--- config.mk ---
export PLATFORM = sky130hd
export DESIGN_NAME = apb_master
export DESIGN_NICKNAME = d
export VERILOG_FILES = /design/src/rtl/apb_master.sv
export SDC_FILE = /design/constraint.sdc
export NUM_CORES = 1
export LEC_CHECK = 0
export CAP_MARGIN = 20
export CORE_AREA = 3 3 117 119
export CTS_CLUSTER_DIAMETER = 50
export DETAILED_ROUTE_END_ITERATION = 16
export DIE_AREA = 0 0 120 122
export PLACE_DENSITY = 0.83
export SETUP_SLACK_MARGIN = 0.15
export SYNTH_ARGS = -nofsm -noshare
export SYNTH_HDL_FRONTEND = slang
export SYNTH_SLANG_ARGS = --single-unit
--- constraint.sdc ---
create_clock -name PCLK -period 4.93 [get_ports PCLK]
set_clock_uncertainty 0.1 [all_clocks]
set_input_delay 0.493 -clock PCLK [delete_from_list [all_inputs] [get_ports PCLK]]
set_output_delay 0.493 -clock PCLK [all_outputs]
set_load 0.005 [all_outputs]
--- src/rtl/apb_master.sv ---
// APB requester bridging the core load/store port onto the peripheral bus.
// Optional ACCESS-phase watchdog enabled by defining APB_TIMEOUT_EN.
module apb_master #(
  parameter int unsigned NUM_SLAVES     = 4,
  parameter logic [31:0] BASE_ADDR      = 32'h1000_0000,
  parameter int unsigned TIMEOUT_CYCLES = 16
) (
  input  logic                     PCLK,
  input  logic                     PRESET,
  input  logic                     req,
  input  logic                     write,
  input  logic [31:0]              addr,
  input  logic [31:0]              wdata,
  output logic [31:0]              rdata,
  output logic                     ready,
  output logic                     err,
  output logic [31:0]              PADDR,
  output logic                     PWRITE,
  output logic                     PENABLE,
  output logic [31:0]              PWDATA,
  output logic [NUM_SLAVES-1:0]    PSEL,
  input  logic [32*NUM_SLAVES-1:0] PRDATA,
  input  logic [NUM_SLAVES-1:0]    PREADY
);

  localparam int unsigned SLOT_W    = (NUM_SLAVES > 1) ? $clog2(NUM_SLAVES) : 1;
  localparam logic [19:0] BASE_PAGE = BASE_ADDR[31:12];
  localparam logic [31:0] TMO_DATA  = 32'hDEAD_BEEF;

  typedef enum logic [1:0] {
    S_IDLE,
    S_SETUP,
    S_ACCESS,
    S_DONE
  } state_t;

  state_t                state_q, state_d;
  logic [SLOT_W-1:0]     slot_q, slot_d;
  logic [SLOT_W-1:0]     slot_dec;
  logic [19:0]           page_off;
  logic                  mapped;
  logic [31:0]           prdata_sel;
  logic                  pready_sel;

  logic [31:0]           paddr_d, pwdata_d, rdata_d;
  logic                  pwrite_d, penable_d, ready_d, err_d;
  logic [NUM_SLAVES-1:0] psel_d;

`ifdef APB_TIMEOUT_EN
  localparam int unsigned CNT_W = $clog2(TIMEOUT_CYCLES + 1);
  logic [CNT_W-1:0] cnt_q, cnt_d;
`else
  logic unused_timeout_cfg;
  assign unused_timeout_cfg = ^32'(TIMEOUT_CYCLES);
`endif

  // Page offset from the window base; wraps for addresses below the base so they fall out of range.
  always_comb begin
    page_off = addr[31:12] - BASE_PAGE;
    mapped   = (page_off < 20'(NUM_SLAVES));
    slot_dec = SLOT_W'(page_off);
  end

  // Response mux for the latched slot; other slots' PREADY/PRDATA never reach the FSM.
  always_comb begin
    prdata_sel = '0;
    pready_sel = 1'b0;
    for (int i = 0; i < NUM_SLAVES; i++) begin
      if (slot_q == SLOT_W'(i)) begin
        prdata_sel = PRDATA[32*i +: 32];
        pready_sel = PREADY[i];
      end
    end
  end

  // Next-state and next-output logic; every output is registered below.
  always_comb begin
    state_d   = state_q;
    slot_d    = slot_q;
    paddr_d   = PADDR;
    pwrite_d  = PWRITE;
    pwdata_d  = PWDATA;
    psel_d    = '0;
    penable_d = 1'b0;
    rdata_d   = '0;
    ready_d   = 1'b0;
    err_d     = 1'b0;
`ifdef APB_TIMEOUT_EN
    cnt_d     = cnt_q;
`endif

    case (state_q)
      S_IDLE: begin
        if (req) begin
          paddr_d  = addr;
          pwrite_d = write;
          pwdata_d = wdata;
          if (mapped) begin
            slot_d  = slot_dec;
            psel_d  = NUM_SLAVES'(1) << slot_dec;
            state_d = S_SETUP;
          end else begin
            ready_d = 1'b1;
            err_d   = 1'b1;
            state_d = S_DONE;
          end
        end
      end

      S_SETUP: begin
        psel_d    = PSEL;
        penable_d = 1'b1;
        state_d   = S_ACCESS;
`ifdef APB_TIMEOUT_EN
        cnt_d     = '0;
`endif
      end

      S_ACCESS: begin
        if (pready_sel) begin
          rdata_d = PWRITE ? 32'h0 : prdata_sel;
          ready_d = 1'b1;
          state_d = S_DONE;
        end
`ifdef APB_TIMEOUT_EN
        else if (cnt_q == CNT_W'(TIMEOUT_CYCLES)) begin
          rdata_d = TMO_DATA;
          ready_d = 1'b1;
          err_d   = 1'b1;
          state_d = S_DONE;
        end else begin
          psel_d    = PSEL;
          penable_d = 1'b1;
          cnt_d     = cnt_q + CNT_W'(1);
        end
`else
        else begin
          psel_d    = PSEL;
          penable_d = 1'b1;
        end
`endif
      end

      S_DONE: begin
        state_d = S_IDLE;
      end

      default: begin
        state_d = S_IDLE;
      end
    endcase
  end

  // State and output registers with synchronous reset.
  always_ff @(posedge PCLK) begin
    if (PRESET) begin
      state_q <= S_IDLE;
      slot_q  <= '0;
      PADDR   <= '0;
      PWRITE  <= 1'b0;
      PWDATA  <= '0;
      PSEL    <= '0;
      PENABLE <= 1'b0;
      rdata   <= '0;
      ready   <= 1'b0;
      err     <= 1'b0;
`ifdef APB_TIMEOUT_EN
      cnt_q   <= '0;
`endif
    end else begin
      state_q <= state_d;
      slot_q  <= slot_d;
      PADDR   <= paddr_d;
      PWRITE  <= pwrite_d;
      PWDATA  <= pwdata_d;
      PSEL    <= psel_d;
      PENABLE <= penable_d;
      rdata   <= rdata_d;
      ready   <= ready_d;
      err     <= err_d;
`ifdef APB_TIMEOUT_EN
      cnt_q   <= cnt_d;
`endif
    end
  end

endmodule
==> out/results.ini, run 1 <==
[synth]
synth_xor_area_share_pct = 0
dominant_combinational_cell_family_by_area_after_synthesis = simple AND/OR/NAND/NOR gates
synth-seq-area-share_pct = 45.39
post_synth_and_or_nand_nor_area_fraction_pct = 23.88
synth_area_leaders = sky130_fd_sc_hd__dfxtp_1 (45%), sky130_fd_sc_hd__mux4_2 (15%), sky130_fd_sc_hd__nand2_1 (11%)
syn-mean-instance-area_sq_um = 10.22
synth.mux.area_fraction_pct = 16.10
post-synth-top-area-cell = sky130_fd_sc_hd__dfxtp_1
yosys.area.top_type_share_pct = 45.39
synthAdderAreaFrac_pct = 0.7880
synth_edf_count = 0
syn_nets = 669
synthArstFlopShare_pct = 0
synth_area_sq_um = 4763
yosys_register_bits = 108
synth_cell_type_count = 41
synthesized_instance_count = 466
synth-compound-area-share_pct = 9.640
synthFlopType = sky130_fd_sc_hd__dfxtp_1
warnings_synthesis = 0

[final_layout]
antenna_cells_inserted = 0
post_route_cells_drive_above_1_share_pct = 11.69
final_nets = 953
design_area_sq_um = 8150
fillCellCount = 1035
leading_cell_type_in_the_layout_fill_and_taps_excluded = sky130_fd_sc_hd__clkdlybuf4s50_1
layout_common_cells = sky130_fd_sc_hd__clkdlybuf4s50_1 (302), sky130_fd_sc_hd__nand2_1 (133), sky130_fd_sc_hd__dfxtp_1 (106), sky130_fd_sc_hd__a21oi_1 (71), sky130_fd_sc_hd__mux4_2 (32)
final_design_utilization_pct = 64.32
area_delta_synth_final_pct = 71.11

[clock_tree]
num_cts_buffers = 9
clock_latency_ps = 340
clock_tree.buffer_depth = 2
numClockSinks = 108
root_buffer = sky130_fd_sc_hd__clkbuf_16
tritoncts = done
path_clk_slew_ps = 70
post_cts_buffers = 0
cts_htree_levels = 3
cts.hold.buffers_added = 0
post_cts_resized = 0

[timing]
max_freq_mhz = 427.1
final_min_period_over_clock_period_pct = 47.49
final-max-slew-violation-count = 0
finalWorstPathRequiredPeriod_ps = 2341
timing.max_slew.rel_slack_pct = 41.20
hold-worst-slack_ps = 354.4
setup_total_negative_slack_ps = 0
final_hold_viol_count = 0
unrepaired_setup_endpoints_after_global_routing = false
final-setup-viol-count = 0
tightest_slew_ps = 882.0

[flow_run]
max-cap-violations = 0

[placement]
dp_hpwl_um = 13000
routabilityCongestion = 0.7807
buffer_ports.inserted = 303
dpl-instance-area_sq_um = 7850

[pwr]
netSwitchingPower_mw = 0.7517
intPower_mw = 1.871
peakVddDrop_mv = 0.1971
switching_share_of_power_pct = 28.66
share_clk_of_total_power_pct = 26.3
seq_power_share_pct = 40.4
power_leakage_nw = 2.912
power.density_nw_per_um2 = 321.8
combPwrFrac_pct = 33.3

[worst_setup_path]
slowest_delay_ps = 600
timing_worst_setup_path_type = flip-flop to flip-flop
critical_path_peak_fanout = 35
crit_chain = buf_4 -> mux2i_1 -> a22oi_1 -> a21oi_1 -> nor3_1
critical_path.startpoint_type = flip-flop
worst_ep_arrival_time_ps = 2490
kind_of_end_point_of_the_critical_path = flip-flop
cp_num_buf_inv = 1
critical_path.top_delay_family = compound AO/OA/AOI/OAI gates
required_ps = 5080
cell_with_the_largest_stage_delay_on_the_worst_path = sky130_fd_sc_hd__a22oi_1

[die]
floorplan.initialDensity_pct = 37.59
fp.coreArea_sq_um = 12670
ios = 304
placement_rows = 41
dieArea_sq_um = 14640
die_width_um = 120
die_height_um = 122

[global_route]
vias_in_the_first_global_route = 4745
antenna_found_initial = 0
global_route.usage.met1_pct = 22.01
globalRouteTotalUtil_pct = 21.67
top_usage_layer = met2
global_route.usage.met3_pct = 6.360
grt_pass1_wl_um = 24830
grt-ovfl-total = 0
use_met2_pct = 40.99
largest_net_degree_at_the_start_of_global_routing = 79

[route]
drt.antenna.violating_nets = 0
drt-pass1-iter-count = 4
drt-wirelength-per-cell_um = 17.69
routed_wl_um = 16360
drt_iter0_drc = 214
remaining_drc_errors = 0
vias_per_cell = 4.931
dr_total_vias = 4561

[min_path]
holdCritPathClass = flip-flop to flip-flop

[run_status]
outcome = complete, no violations

==> path summary, 6_finish.rpt <==
kind / start / cells after the start / to / slack, ps
max: slot_q[0] / 5 / state_q[0] / 2590
max reg2reg: slot_q[0] / 5 / state_q[0] / 2590
min reg2reg: PADDR[16] / 2 / PADDR[16] / 350
min: PADDR[16] / 2 / PADDR[16] / 350
==> layout make-up <==
class	count	area [sq um]	area share [%]
clock buffer	9	225.2	2.763
clock inverter	5	55.05	0.6755
inverter	2	7.507	0.09211
multi-input combinational	321	2405	29.51
sequential	108	2165	26.56
tap	172	215.2	2.640
timing repair buffer	308	3078	37.76
==> registers in the layout, indices dropped and copies added, names as in the netlist <==
signal   cells
state_q      2
PENABLE      1
rdata       32
PADDR       32
ready        1
PWDATA      32
PSEL         4
err          1
PWRITE       1
slot_q       2
==> power groups by stage <==
stage | clock (mW) | combinational, mW | sequential, mW
final | 0.690 | 0.873 | 1.06
after global routing | 0.747 | 0.956 | 1.07
after CTS | 0.714 | 0.875 | 1.06
after detailed placement | 0 | 0.870 | 1.08
after global placement | 0 | 0.842 | 1.07
after floorplan | 0 | 0.383 | 1.08
==> per-layer routing <==
metal | part of all wire, % | routed length [um]
met5 | 0 | 0
met4 | 3.5 | 571
met3 | 8.2 | 1334
met2 | 54 | 8802
met1 | 35 | 5652
==> cells in the mapped netlist, types with 2 or more instances <==
master	n
sky130_fd_sc_hd__nand2_1	134
sky130_fd_sc_hd__dfxtp_1	108
sky130_fd_sc_hd__a21oi_1	71
sky130_fd_sc_hd__mux4_2	32
sky130_fd_sc_hd__nor2b_4	30
sky130_fd_sc_hd__clkbuf_1	25
sky130_fd_sc_hd__nor2_1	6
sky130_fd_sc_hd__buf_2	4
sky130_fd_sc_hd__nand4_1	4
sky130_fd_sc_hd__nor4_1	4
sky130_fd_sc_hd__o21ai_1	4
sky130_fd_sc_hd__buf_12	3
sky130_fd_sc_hd__ha_1	3
sky130_fd_sc_hd__nor2b_1	3
sky130_fd_sc_hd__nor3b_1	3
sky130_fd_sc_hd__and2_1	2
sky130_fd_sc_hd__and3_1	2
sky130_fd_sc_hd__buf_1	2
sky130_fd_sc_hd__inv_1	2
sky130_fd_sc_hd__mux2i_1	2
sky130_fd_sc_hd__nor3_1	2
==> kinds of logic after synthesis <==
logic type / Yosys count
AND/OR/NAND/NOR: 198
flip-flops: 108
AO/OA/AOI/OAI: 85
buffers and inverters: 37
multiplexers: 35
adder cells (fa/ha/maj): 3
==> worst register-to-register path, delay by kind of cell, from the launching register on <==
family,cells,cell delay [ps]
AOI/OAI and AO/OA,2,750
buffers and inverters,1,530
DFF,1,360
muxes,1,280
and+or+nand+nor,1,240
==> through the flow <==
step                      total power, mW  cells  setup WS (ps)
final                               2.623    925           2589
after detailed placement            1.950    910           2270
after global routing                2.774    925           2344
after CTS                           2.649    924           2537
after global placement              1.913    910           2302
after floorplan                     1.466    466           3095
(Power assumes the default switching activity.)
==> run 2, diff against run 1 <==
CORE_AREA = unset   (was 3 3 117 119)
CORE_ASPECT_RATIO = 1.25   (was unset)
CORE_MARGIN = 3   (was unset)
CORE_UTILIZATION = 33   (was unset)
DIE_AREA = unset   (was 0 0 120 122)
PLACE_DENSITY = 0.79   (was 0.83)
clock period = 2 ns   (was 4.93 ns; I/O delays follow)
==> out/results.ini, run 2 (synthesis gave the netlist of run 1 again) <==
[route]
remaining_drc_errors = 0  ; unchanged
dr_total_vias = 4677  ; +2.5%
dr_wl_met3_um = 1967  ; +47%
drt-pass1-iter-count = 4  ; unchanged
wl_met1_um = 6203  ; +9.7%
vias_per_cell = 4.934  ; about the same
drt.antenna.violating_nets = 0  ; unchanged
drt-wirelength-per-cell_um = 18.59  ; +5.1%
wl_met2_um = 9057  ; +2.9%
routed_wl_um = 17620  ; +7.7%
drt_iter0_drc = 193  ; -9.8%
maxUsedRoutingLayer = met5

[final_layout]
layout_common_cells = sky130_fd_sc_hd__clkdlybuf4s50_1 (302), sky130_fd_sc_hd__nand2_1 (133), sky130_fd_sc_hd__dfxtp_1 (107), sky130_fd_sc_hd__a21oi_1 (71), sky130_fd_sc_hd__mux4_2 (32)
area_delta_synth_final_pct = 75.52
sequential_cell_area_sq_um = 2163  ; about the same
antenna_cells_inserted = 0  ; unchanged
fillCellCount = 1165  ; +13%
multiInputGateArea_sq_um = 2426  ; +0.88%
post_route_cells_drive_above_1_share_pct = 14.49  ; +2.8 points
final_nets = 971  ; +1.9%
leading_cell_type_in_the_layout_fill_and_taps_excluded = sky130_fd_sc_hd__clkdlybuf4s50_1
design_area_sq_um = 8361  ; +2.6%
reg.largest.list = PADDR x32, PWDATA x32, rdata x32

[worst_setup_path]
ff2ff_setup_slack_ps = 280  ; -2310 ps
cell_with_the_largest_stage_delay_on_the_worst_path = sky130_fd_sc_hd__or4b_4
critical_path.top_delay_family = simple AND/OR/NAND/NOR gates
crit_chain = clkdlybuf4s50_1 -> or4b_4 -> nand3b_1 -> o21a_1 -> o21bai_1
worstReg2RegEnd = rdata[5]
worst_ep_arrival_time_ps = 1860  ; -630 ps
cp_num_buf_inv = 1  ; unchanged
slowest_delay_ps = 590  ; about the same
kind_of_end_point_of_the_critical_path = flip-flop
critical_path.startpoint_type = input pin
required_ps = 2130  ; -2950 ps
timing.reg2reg.worst_path_depth = 5  ; unchanged
timing_worst_setup_path_type = input pin to flip-flop
worst-path-stages = 5  ; unchanged
critical_path_peak_fanout = 2  ; -94%
worst_r2r_start = slot_q[0]

[timing]
max_freq_mhz = 577.8
finalWorstPathRequiredPeriod_ps = 1731
final-setup-viol-count = 0  ; unchanged
finalWorstSetupSlack_ps = 269.2  ; -2319 ps
timing.max_slew.rel_slack_pct = 56.79  ; +16 points
final_hold_viol_count = 0  ; unchanged
final_min_period_over_clock_period_pct = 86.54
final-max-slew-violation-count = 0  ; unchanged
tightest_slew_ps = 648.2  ; -233.8 ps
unrepaired_setup_endpoints_after_global_routing = false

[min_path]
holdPathEnd = PADDR[12]
holdCritPathClass = input pin to flip-flop
min_path_cells = 3  ; +1
hp-start = PRESET

[global_route]
grt-ovfl-total = 0  ; unchanged
grt_pass1_wl_um = 26770  ; +7.8%
vias_in_the_first_global_route = 4908  ; +3.4%
globalRouteTotalUtil_pct = 21.76  ; +0.088 points
largest_net_degree_at_the_start_of_global_routing = 62  ; -22%
antenna_found_initial = 1  ; +1

[clock_tree]
root_buffer = sky130_fd_sc_hd__clkbuf_16
path_clk_slew_ps = 80  ; about the same
cts.hold.buffers_added = 0  ; unchanged
clock_latency_ps = 340  ; about the same
tritoncts = done
clock_tree.buffer_depth = 2  ; unchanged
num_cts_buffers = 9  ; unchanged
numClockSinks = 108  ; unchanged
cts_htree_levels = 3  ; unchanged

[die]
floorplan.initialDensity_pct = 34.04  ; -3.6 points
die_width_um = 113.5  ; -5.5%
ios = 304  ; unchanged
fp.coreArea_sq_um = 13990  ; +10%
dieArea_sq_um = 15920  ; +8.8%
placement_rows = 48  ; +17%
die_height_um = 140.3  ; +15%

[flow_run]
max-cap-violations = 0  ; unchanged

[placement]
routabilityCongestion = 0.8031  ; +2.9%
detailedPlace.worstSlack_ps = -164.2  ; -2434 ps
dpl-instance-area_sq_um = 8050  ; +2.6%
buffer_ports.inserted = 303  ; unchanged
dp_hpwl_um = 14290  ; +9.9%

[pwr]
peakVddDrop_mv = 0.5386  ; +170%
power.density_nw_per_um2 = 787.8  ; +140%
power_leakage_nw = 3.018  ; +3.7%

[run_status]
outcome = complete, no violations

-- run 2: metrics by stage --
stage,hold slack (ps),setup TNS [ps],std cells,power (mW),utilization [%]
after floorplan,236.0,0,466,3.613,-
after global placement,341.7,-479.5,931,4.863,57.53
after detailed placement,348.5,-1151,931,4.939,57.53
after CTS,158.6,0,947,6.664,59.58
after global routing,169.5,0,948,6.966,59.75
final,159.3,0,948,6.587,59.75
-- run 2: final cells by class --
class                   count  share of cell area, %
multi-input cells         321                  29.02
clock inverters             7                 0.6735
well taps                 175                  2.619
inverters                   2                0.08979
repair buffers            326                  39.03
clock buffers               9                  2.694
flip-flops and latches    108                  25.88
-- run 2: worst min-delay path: stages --
cell and delay (ps):
sky130_fd_sc_hd__buf_2 100, sky130_fd_sc_hd__buf_4 210, sky130_fd_sc_hd__a21oi_1 50
-- run 2: power breakdown --
part	switching, mW	total, mW	internal, mW
clock network	0.832	1.69	0.861
registers	0.147	2.61	2.46
logic	0.997	2.29	1.29
total	1.98	6.59	4.61
-- run 2: worst max path at each step --
| stage | start | end | slack (ps) |
|---|---|---|---|
| 2_1_floorplan | state_q[0] | PADDR[21] | 280 |
| 3_3_place_gp | addr[27] | slot_q[0] | -110 |
| 3_5_place_dp | addr[27] | slot_q[0] | -160 |
| 4_1_cts | addr[27] | ready | 190 |
| 5_1_grt | state_q[0] | slot_q[0] | 180 |
| 6_report | addr[27] | ready | 270 |
-- run 2: timing repair --
| action | 4_1_cts | 5_1_grt |
|---|---|---|
| pin swaps | 0 | 2 |
| setup buffers | 0 | 1 |
| setup endpoints to repair | 6 | 8 |
| resized for setup | 1 | 4 |
-- run 2: per-layer routing --
layer	up-vias	global-route usage (%)
met3	23	9.637
met4	2	6.835
met1	2212	22.59
met5	-	0
li1	2211	-
met2	229	38.94
==> run 3, diff against run 2 <==
CORE_ASPECT_RATIO = unset   (was 1.25)
==> out/results.ini, run 3 (synthesis gave the netlist of run 1 again) <==
[clock_tree]
numClockSinks = 108  ; unchanged
num_cts_buffers = 9  ; unchanged
cts_htree_levels = 3  ; unchanged
clock_latency_ps = 340  ; about the same
root_buffer = sky130_fd_sc_hd__clkbuf_16
tritoncts = done
path_clk_slew_ps = 70  ; about the same
clock_tree.buffer_depth = 2  ; unchanged

[route]
drt_iter0_drc = 139  ; -28%
remaining_drc_errors = 0  ; unchanged
dr_total_vias = 4645  ; -0.68%
vias_per_cell = 4.874  ; -1.2%
drt-wirelength-per-cell_um = 17.97  ; -3.3%
drt-pass1-iter-count = 4  ; unchanged
drt.antenna.violating_nets = 0  ; unchanged
routed_wl_um = 17120  ; -2.8%

[placement]
detailedPlace.worstSlack_ps = -107.2  ; +57.06 ps
dpl-instance-area_sq_um = 8053  ; about the same
buffer_ports.inserted = 303  ; unchanged
routabilityCongestion = 0.8915  ; +11%
dp_hpwl_um = 13240  ; -7.3%

[timing]
final-max-slew-violation-count = 0  ; unchanged
unrepaired_setup_endpoints_after_global_routing = true
timing.max_slew.rel_slack_pct = 67.41  ; +11 points
tightest_slew_ps = 488.9  ; -159.3 ps
max_freq_mhz = 572.3  ; -0.94%
final-setup-viol-count = 0  ; unchanged
finalWorstPathRequiredPeriod_ps = 1747  ; +16.39 ps
finalWorstSetupSlack_ps = 252.8  ; -16.39 ps
final_min_period_over_clock_period_pct = 87.36  ; +0.82 points
final_hold_viol_count = 0  ; unchanged

[min_path]
holdCritPathClass = input pin to flip-flop

[worst_setup_path]
worst-path-stages = 5  ; unchanged
cp_num_buf_inv = 1  ; unchanged
timing.critical_path.from = slot_q[0]
cell_with_the_largest_stage_delay_on_the_worst_path = sky130_fd_sc_hd__mux4_2
critical_path.top_delay_family = multiplexers
required_ps = 2140  ; about the same
timing.reg2reg.worst_path_depth = 5  ; unchanged
endpoint = rdata[15]
worst_r2r_start = slot_q[0]
crit_chain = mux4_2 -> nand2_1 -> or3_4 -> buf_12 -> nor2b_4
critical_path_peak_fanout = 10  ; +8
kind_of_end_point_of_the_critical_path = flip-flop
ff2ff_setup_slack_ps = 250  ; -30 ps
timing_worst_setup_path_type = flip-flop to flip-flop
slowest_delay_ps = 560  ; -30 ps
worstReg2RegEnd = rdata[15]
worst_ep_arrival_time_ps = 1890  ; +30 ps
critical_path.startpoint_type = flip-flop

[pwr]
peakVddDrop_mv = 0.6506  ; +21%
power.density_nw_per_um2 = 803.6  ; +2.0%
design_power_total_mw = 6.762  ; +2.7%
power_leakage_nw = 3.046  ; +0.91%

[die]
ios = 304  ; unchanged
fp.coreArea_sq_um = 13990  ; about the same
placement_rows = 43  ; -10%
floorplan.initialDensity_pct = 34.05  ; about the same
die_width_um = 126.1  ; +11%
dieArea_sq_um = 15910  ; about the same
die_height_um = 126.1  ; -10%

[final_layout]
design_area_sq_um = 8414  ; +0.64%
post_route_cells_drive_above_1_share_pct = 14.01  ; -0.48 points
layout_common_cells = sky130_fd_sc_hd__clkdlybuf4s50_1 (302), sky130_fd_sc_hd__nand2_1 (133), sky130_fd_sc_hd__dfxtp_1 (106), sky130_fd_sc_hd__a21oi_1 (71), sky130_fd_sc_hd__mux4_2 (32)
area_delta_synth_final_pct = 76.65
final_nets = 969  ; -0.21%
leading_cell_type_in_the_layout_fill_and_taps_excluded = sky130_fd_sc_hd__clkdlybuf4s50_1
reg.largest.list = PADDR x32, PWDATA x32, rdata x32

[global_route]
vias_in_the_first_global_route = 4736  ; -3.5%
largest_net_degree_at_the_start_of_global_routing = 67  ; +8.1%
grt-ovfl-total = 0  ; unchanged
globalRouteTotalUtil_pct = 20.72  ; -1.0 points
antenna_found_initial = 2  ; +1
grt_pass1_wl_um = 25900  ; -3.3%

[flow_run]
max-cap-violations = 0  ; unchanged

[run_status]
outcome = complete, no violations

-- run 3: timing repair --
item,CTS,global route
gates cloned,0,1
setup endpoints to repair,4,28
hold buffers,0,0
setup buffers,0,2
gates resized for setup,1,2
pin swaps,0,1
-- run 3: worst min path at each step --
stage                           from    endpoint  slack [ps]  cells past startpoint
after floorplan              addr[0]    PADDR[0]         240                      2
after global placement    PWDATA[20]  PWDATA[20]         340                      2
after detailed placement   PADDR[11]   PADDR[11]         350                      2
after CTS                     PRESET   rdata[14]         200                      3
after global routing          PRESET   rdata[14]         200                      3
final                         PRESET   rdata[14]         200                      3
-- run 3: layout make-up --
| class | instances | area (sq um) |
|---|---|---|
| repair buffers | 324 | 3291 |
| multi-input cells | 321 | 2416 |
| well taps | 180 | 225.2 |
| diodes | 2 | 5.005 |
| flip-flops and latches | 108 | 2167 |
| fillers | 1163 | 5574 |
| clock buffers | 11 | 252.7 |
| clock inverters | 5 | 50.05 |
| inverters | 2 | 7.507 |
-- run 3: power breakdown --
part / switching, mW / internal, mW / total (mW) / leakage [nW]
Sequential: 0.149 / 2.46 / 2.61 / 0.882
Clock: 0.775 / 1.03 / 1.81 / 0.155
Combinational: 1.02 / 1.32 / 2.35 / 2.01
-- run 3: metrics by stage --
step / hold slack, ps / util, % / cells / setup TNS, ps
floorplan: 236.0 / - / 466 / 0
global placement: 341.1 / 57.57 / 932 / -117.7
detailed placement: 349.1 / 57.57 / 932 / -565.5
CTS: 200.6 / 59.77 / 948 / 0
global route: 203.1 / 60.15 / 953 / 0
finish: 199.4 / 60.15 / 953 / 0
-- run 3: layer usage --
layer	part of all wire, %	vias to the layer above	track usage (%)	wire length [um]
met5	0	-	0	0
met1	36	2195	22.57	6210
met2	52	206	36.68	8924
li1	-	2209	-	-
met3	8.0	35	6.319	1372
met4	3.6	0	9.779	614
-- run 3: worst register-to-register path, cell delays in order (launching register included) --
cell and delay [ps]:
sky130_fd_sc_hd__dfxtp_4 410, sky130_fd_sc_hd__mux4_2 560, sky130_fd_sc_hd__nand2_1 110, sky130_fd_sc_hd__or3_4 220
sky130_fd_sc_hd__buf_12 200, sky130_fd_sc_hd__nor2b_4 50
